### src/rtl/kernel_top_coriolis_ker0_0_ostream_pack.sv
// Packs PACK stream elements per output word into a DEPTH-entry FIFO.
// Optional STREAM_ELEM_COUNT_EN adds an elem_count port counting accepted elements.
module kernel_top_coriolis_ker0_0_ostream_pack #(
  parameter int STREAMW = 34,
  parameter int PACK    = 2,
  parameter int DEPTH   = 4
) (
  input  logic                      clk,
  input  logic                      rst,
  input  logic                      ivalid_in1_s0,
  input  logic [STREAMW-1:0]        in1_s0,
  output logic                      iready,
  input  logic                      flush,
  output logic                      ovalid_out1_s0,
  output logic [STREAMW*PACK-1:0]   out1_s0,
  input  logic                      oready_out1_s0
`ifdef STREAM_ELEM_COUNT_EN
  ,
  output logic [31:0]               elem_count
`endif
);

  localparam int WORDW = STREAMW * PACK;
  localparam int LANEW = $clog2(PACK);
  localparam int PTRW  = (DEPTH > 1) ? $clog2(DEPTH) : 1;
  localparam int CNTW  = PTRW + 1;
  localparam logic [LANEW-1:0] LAST_LANE  = LANEW'(PACK - 1);
  localparam logic [CNTW-1:0]  FULL_COUNT = CNTW'(DEPTH);

  logic [WORDW-1:0] fifo_mem [DEPTH];
  logic [PTRW-1:0]  rd_ptr_reg;
  logic [PTRW-1:0]  wr_ptr_reg;
  logic [CNTW-1:0]  count_reg;
  logic [CNTW-1:0]  count_next;
  logic [LANEW-1:0] lane_reg;
  logic [LANEW-1:0] lane_next;
  logic [LANEW-1:0] lane_acc;
  logic [WORDW-1:0] word_reg;
  logic [WORDW-1:0] word_merged;
  logic [WORDW-1:0] push_word;
  logic             flush_pending_reg;
  logic             flush_pending_next;

  logic accept;
  logic pop;
  logic push;
  logic word_done;
  logic flush_push;
  logic has_room;

  assign has_room       = count_reg < FULL_COUNT;
  assign iready         = has_room && !flush_pending_reg;
  assign accept         = ivalid_in1_s0 && iready;
  assign ovalid_out1_s0 = count_reg != '0;
  assign pop            = ovalid_out1_s0 && oready_out1_s0;
  assign out1_s0        = fifo_mem[rd_ptr_reg];

  // Writing lane 0 starts a new word, so all higher lanes are cleared; a
  // flushed partial word therefore carries zeros in its unfilled lanes.
  generate
    for (genvar gi = 0; gi < PACK; gi++) begin : g_lane
      assign word_merged[gi*STREAMW +: STREAMW] =
        (accept && lane_reg == LANEW'(gi)) ? in1_s0 :
        (accept && lane_reg == '0)         ? '0     :
                                             word_reg[gi*STREAMW +: STREAMW];
    end
  endgenerate

  assign word_done  = accept && (lane_reg == LAST_LANE);
  assign flush_push = flush_pending_reg && has_room;
  assign push       = word_done || flush_push;
  assign push_word  = flush_push ? word_reg : word_merged;

  always_comb begin
    lane_acc = lane_reg;
    if (accept) begin
      lane_acc = word_done ? '0 : lane_reg + 1'b1;
    end
    lane_next = flush_push ? '0 : lane_acc;
  end

  // Flush looks at the lane after any same-cycle element, so a flush that
  // arrives with the completing element produces no extra word.
  always_comb begin
    flush_pending_next = flush_pending_reg;
    if (flush_push) begin
      flush_pending_next = 1'b0;
    end else if (flush && !flush_pending_reg && lane_acc != '0) begin
      flush_pending_next = 1'b1;
    end
  end

  always_comb begin
    count_next = count_reg;
    case ({push, pop})
      2'b10:   count_next = count_reg + 1'b1;
      2'b01:   count_next = count_reg - 1'b1;
      default: count_next = count_reg;
    endcase
  end

  always_ff @(posedge clk) begin
    if (rst) begin
      rd_ptr_reg        <= '0;
      wr_ptr_reg        <= '0;
      count_reg         <= '0;
      lane_reg          <= '0;
      word_reg          <= '0;
      flush_pending_reg <= 1'b0;
    end else begin
      count_reg         <= count_next;
      lane_reg          <= lane_next;
      flush_pending_reg <= flush_pending_next;
      if (accept) begin
        word_reg <= word_merged;
      end
      if (push) begin
        wr_ptr_reg <= wr_ptr_reg + 1'b1;
      end
      if (pop) begin
        rd_ptr_reg <= rd_ptr_reg + 1'b1;
      end
    end
  end

  // Storage is not reset; occupancy is tracked solely by count_reg.
  always_ff @(posedge clk) begin
    if (push && !rst) begin
      fifo_mem[wr_ptr_reg] <= push_word;
    end
  end

`ifdef STREAM_ELEM_COUNT_EN
  logic [31:0] elem_count_reg;

  always_ff @(posedge clk) begin
    if (rst) begin
      elem_count_reg <= '0;
    end else if (accept) begin
      elem_count_reg <= elem_count_reg + 32'd1;
    end
  end

  assign elem_count = elem_count_reg;
`endif

endmodule
### config.mk
export PLATFORM = sky130hd
export DESIGN_NAME = kernel_top_coriolis_ker0_0_ostream_pack
export DESIGN_NICKNAME = d
export VERILOG_FILES = /design/src/rtl/kernel_top_coriolis_ker0_0_ostream_pack.sv
export SDC_FILE = /design/constraint.sdc
export NUM_CORES = 1
export LEC_CHECK = 0
export CORE_MARGIN = 2
export CORE_UTILIZATION = 59
export CTS_BUF_LIST = sky130_fd_sc_hd__clkbuf_8
export DETAILED_ROUTE_END_ITERATION = 8
export DONT_BUFFER_PORTS = 1
export PLACE_DENSITY_LB_ADDON = 0.08
export SYNTH_ARGS = -nofsm -noshare
export SYNTH_HDL_FRONTEND = slang
export SYNTH_SLANG_ARGS = --single-unit
export TNS_END_PERCENT = 100
### constraint.sdc
create_clock -name clk -period 7 [get_ports clk]
set_input_delay 1.05 -clock clk [delete_from_list [all_inputs] [get_ports clk]]
set_output_delay 1.05 -clock clk [all_outputs]
set_load 0.02 [all_outputs]
==> flow_summary.ini, run 1 <==
[global_routing]
grt-ovfl-total = 0
grt_max_degree = 69
grt_usage_pct = 22.9
grt_pass1_vias = 6948
antenna_found_initial = 0
grt_pass1_wl_mm = 40.9

[synth]
yosysTopAreaCell = edfxtp_1
ys_ff_latch = 351
synthMuxAreaShare_pct = 14.4
synth_adder_area_share_pct = 0.807
syn_area_um2 = 13300
synth-async-reset-ratio_pct = 0
synth-compound-area-share_pct = 6.20
synth_common_cells = edfxtp_1 (272), dfxtp_1 (79), nand2_1 (69)
synth_top_family_by_area = multiplexers
yosysUniqueCellTypes = 32
ys_seq_area_share_pct = 73.2
yosysMostFrequentCell = edfxtp_1
synth.top_cell.area_share_pct = 61.3
synth_area_leaders = edfxtp_1 (61%), dfxtp_1 (12%), mux4_2 (11%)
synthXorXnorAreaFrac_pct = 0.263
synth_edf_count = 272
syn-num-nets = 775
synthCells = 728
ys.flop_type = edfxtp_1
synth_area_per_cell_um2 = 18.3
synth_warnings = 0
synth-simple-area-share_pct = 3.32

[clock_network]
h-tree-depth = 2
clk_pin_slew_ps = 60
cts_tree = done
clock_sink_count = 351
cts_resized = 0
cts_hold_buf = 0
clock_path_buffers = 3
clk_latency_ps = 580
ctsRootBufferMaster = clkbuf_8
numCtsBuffers = 54
post_cts_buffers = 0

[die]
dieHeight_um = 154
initial_core_util_pct = 60.5
core_area_um2 = 22000
io_pins = 109
dieArea_um2 = 23800
die_x_um = 154
placementRows = 54

[layout]
num_antenna_cells = 0
fin_nets = 797
multi_input_area_um2 = 3390
fin_area_um2 = 14600
drive_above_1_share_pct = 25.4
stdcell_count = 1075
seqCellArea_um2 = 9760
fillCellCount = 1488
area_delta_synth_final_pct = 9.85
largest_reg_flops = 272

[critical_path]
worstPathArrival_ps = 2810
crit_fanout = 36
r2r_cells = 9
path_class = reg -> out
critPathCaptureType = output pin
setup.worst_path.start_class = flip-flop
crit_required_ps = 5950

[power_and_ir_drop]
max-vdd-ir-drop_v = 0.000254
power.density_nw_per_um2 = 354
leakage_nw = 4.86

[route]
drt_iter0_drc = 508
drt_first_pass_iters = 5
drc = 0
ant_nets = 0
vias = 6672
wl_per_cell_um = 25.0
routed_wl_mm = 26.9
via_per_inst = 6.21

[worst_hold_path]
hold_class = reg -> reg
min_path_cells = 2

[sta]
rsz0062_at_grt = false
skew_ps = 27.0
finalHoldViolations = 0
drv_slew = 0
tightestPinTransition_ps = 1170
slew_headroom_pct = 22.1
fin_crit_ps = 3860
worst_slack_ps = 3140
fin_crit_sh_pct = 55.2
setup_viol = 0
fmax_mhz = 259

[place]
gp_congestion = 0.817
dp_hpwl_mm = 15.1
placed_area_um2 = 13600
place_ws_ps = 3600
dp_cells = 974
io_buffers = 0

[flow_run]
max_cap_violations = 0

[outcome]
status = finished clean
-- path summary, 6_finish.rpt --
path	startpoint	end	slack, ps
max	flip-flop	out1_s0[44]	3140
min	word_reg[6]	word_reg[6]	440
max reg2reg	count_reg[2]	count_reg[2]	4120
min reg2reg	word_reg[6]	word_reg[6]	440
-- power breakdown --
part	switching, mW	internal (mW)	leakage [nW]
clock	0.741	0.820	0.626
combinational	0.654	0.404	1.07
sequential	0.111	2.45	3.16
total	1.51	3.68	4.86
-- routing by layer --
layer / vias up / wire [um] / GRT usage, %
met4: 0 / 556 / 6.88
met3: 42 / 1840 / 6.44
met5: - / 0 / 0
li1: 2953 / - / -
met1: 3468 / 11000 / 29.0
met2: 209 / 13500 / 39.1
-- worst max-delay path, cell delays in order (launching register included) --
cell and delay, ps:
dfxtp_4 810, buf_4 720, mux4_2 700
-- cells in the final DEF, fill, tap and decap left out, types with 3 or more instances in the layout --
master and count:
edfxtp_1 272, dfxtp_1 77, mux4_2 68, a22o_1 68
nand2_1 68, clkbuf_8 63, a21oi_1 38, mux2_2 34
inv_1 32, buf_4 12, nor2_1 10, ha_1 7
clkinv_2 7, nor3b_2 5, clkinv_1 4, xor2_1 3
nor3_1 3
-- stage by stage --
| step | setup TNS (ps) | power [mW] | hold WS, ps | utilization [%] |
|---|---|---|---|---|
| detailed placement | 0 | 3.68 | 437 | 61.8 |
| global route | 0 | 5.40 | 460 | 66.5 |
| floorplan | -52350 | 3.46 | 433 | - |
| CTS | 0 | 5.25 | 445 | 66.5 |
| finish | 0 | 5.18 | 443 | 66.5 |
| global placement | 0 | 3.65 | 432 | 61.8 |
-- kinds of logic (layout without fill, tap and decap cells) --
| kind of cell | count (synthesis) | after routing |
|---|---|---|
| flip-flops | 351 | 351 |
| AND/OR/NAND/NOR | 98 | 98 |
| multiplexers | 102 | 102 |
| XOR/XNOR | 4 | 4 |
| AO/OA/AOI/OAI | 112 | 112 |
| buffers and inverters | 53 | 120 |
| adder cells (fa/ha/maj) | 8 | 8 |
-- cell type report --
class | count | area share, %
Clock buffer | 63 | 5.92
Sequential cell | 351 | 66.6
Clock inverter | 38 | 1.11
Inverter | 7 | 0.179
Tap cell | 280 | 2.39
Timing Repair Buffer | 12 | 0.615
Multi-Input combinational cell | 324 | 23.1
Note: power is estimated with default switching activity, not from simulation.
==> run 2, diff against run 1 <==
==> constraint.sdc (replaced) <==
create_clock -name clk -period 3.36 [get_ports clk]
set_input_delay 0.504 -clock clk [delete_from_list [all_inputs] [get_ports clk]]
set_output_delay 0.504 -clock clk [all_outputs]
set_load 0.02 [all_outputs]
==> flow_summary.ini, run 2 (synthesized netlist as in run 1, its figures left out) <==
[route]
vias = 6764
routed_wl_mm = 27.5
wl_per_cell_um = 25.4
ant_nets = 0
drt_iter0_drc = 530
via_per_inst = 6.25
drc = 0
drt_first_pass_iters = 4

[critical_path]
cpMostUsedCell = ha_1
startpoint = count_reg[2]
crit_fanout = 12
r2r_cells = 9
crit_end = count_reg[2]
critPathCaptureType = flip-flop
worstPathArrival_ps = 3600
r2r-end = count_reg[2]
r2r_setup_slack_ps = 250
path_delay_family = simple AND/OR/NAND/NOR gates
cp_num_cells = 9
setup.worst_path.start_class = flip-flop
path_cells = nor3b_2 > ha_1 > nor2_1 > ha_1 > inv_1 > fa_1 > xor2_1 > or3_1 > a21oi_1
crit_required_ps = 3850
r2r_start = count_reg[2]
slowest_stage = nor2_1
timing.critical_path.buf_inv = 1
max_stage_delay_ps = 660
path_class = reg -> reg

[die]
die_x_um = 154
dieHeight_um = 154
core_area_um2 = 22000
dieArea_um2 = 23800
initial_core_util_pct = 60.5
placementRows = 54
io_pins = 109

[sta]
fin_crit_ps = 3110
rsz0062_at_grt = false
slew_headroom_pct = 39.2
fin_crit_sh_pct = 92.6
finalHoldViolations = 0
drv_slew = 0
skew_ps = 19.8
fmax_mhz = 321
setup_viol = 0
tns_ps = 0
tightestPinTransition_ps = 909

[layout]
num_antenna_cells = 0
drive_above_1_share_pct = 25.1
mostFrequentLayoutCells = edfxtp_1 (272), dfxtp_1 (77), mux4_2 (68), a22o_1 (68), nand2_1 (68)
fin_nets = 804
final_common_cell = edfxtp_1
multi_input_area_um2 = 3410
area_delta_synth_final_pct = 10.8
fillCellCount = 1494
largest_reg_flops = 272
seqCellArea_um2 = 9760

[worst_hold_path]
hold_class = in -> reg

[flow_run]
max_cap_violations = 0

[place]
dp_hpwl_mm = 15.4
gp_congestion = 0.760
io_buffers = 0

[global_routing]
grt_pass1_wl_mm = 42.5
grt_pass1_vias = 7252
antenna_found_initial = 0
grt-ovfl-total = 0
grt_max_degree = 45
grt_usage_pct = 23.7

[clock_network]
clk_latency_ps = 570
cts_tree = done
ctsRootBufferMaster = clkbuf_8
clock_sink_count = 351
clock_path_buffers = 3
post_cts_buffers = 0
h-tree-depth = 2
clk_pin_slew_ps = 60
cts_resized = 0
numCtsBuffers = 55

[power_and_ir_drop]
max-vdd-ir-drop_v = 0.000415
power.density_nw_per_um2 = 742
leakage_nw = 4.94
total_power_mw = 11.0

[outcome]
status = finished clean
-- run 2: cell types whose count changed in the layout (fill, tap and decap cells not counted), moves of 2 or more --
cell and change:
nor3b_2 -4, buf_4 +2, inv_1 +3, buf_12 +3
nor3b_4 +4, clkinv_2 -6, clkinv_1 +5
-- run 2: worst min-delay path by stage --
stage,from,end,slack (ps),cells after the start
global placement,word_reg[4],word_reg[4],430,2
CTS,in1_s0[2],word_reg[36],30,1
floorplan,word_reg[0],word_reg[0],430,2
detailed placement,word_reg[12],word_reg[12],440,2
global route,in1_s0[31],word_reg[65],40,1
finish,in1_s0[31],word_reg[65],60,1
-- run 2: worst reg2reg max path, delay by kind of cell (launching register included) --
kind | cells | cell delay (ps)
xor+xnor | 1 | 160
fa+ha+maj | 3 | 960
flops | 1 | 580
buf+inv | 1 | 70
simple gates | 3 | 1140
compound gates | 1 | 140
-- run 2: final cells by class --
type                       instances  share of cell area, %
sequential                       351                   66.0
clock inverter                    40                   1.23
timing repair buffer              18                   1.30
tap                              280                   2.37
inverter                           7                  0.178
clock buffer                      62                   5.78
multi-input combinational        324                   23.1
-- run 2: timing repair --
item                       CTS  global route
setup endpoints to repair    0             0
hold buffers                 1             0
hold endpoints to repair    45             0
-- run 2: routing by layer --
metal	GRT usage, %	wire, um	up-vias
met4	7.54	616	0
li1	-	-	2965
met2	41.4	14200	232
met3	6.33	1970	50
met1	29.1	10700	3517
met5	0	0	-
-- run 2: report_power, final --
group          leakage (nW)  switching [mW]  internal, mW
Clock                 0.627            1.56          1.75
Sequential             3.16           0.187          5.11
Combinational          1.15            1.46         0.887
-- run 2: stage by stage --
| stage | cells | hold WS [ps] | cell area, um^2 | util [%] | setup slack, ps |
|---|---|---|---|---|---|
| 6_report | 1082 | 60.9 | 14800 | 67.1 | 249 |
| 5_1_grt | 1082 | 35.1 | 14800 | 67.1 | 10.4 |
| 4_1_cts | 1082 | 27.6 | 14800 | 67.1 | 286 |
| 3_5_place_dp | 979 | 438 | 13700 | 62.2 | 298 |
| 3_3_place_gp | 979 | 432 | 13700 | 62.2 | 419 |
| 2_1_floorplan | 728 | 433 | 13300 | - | -895 |
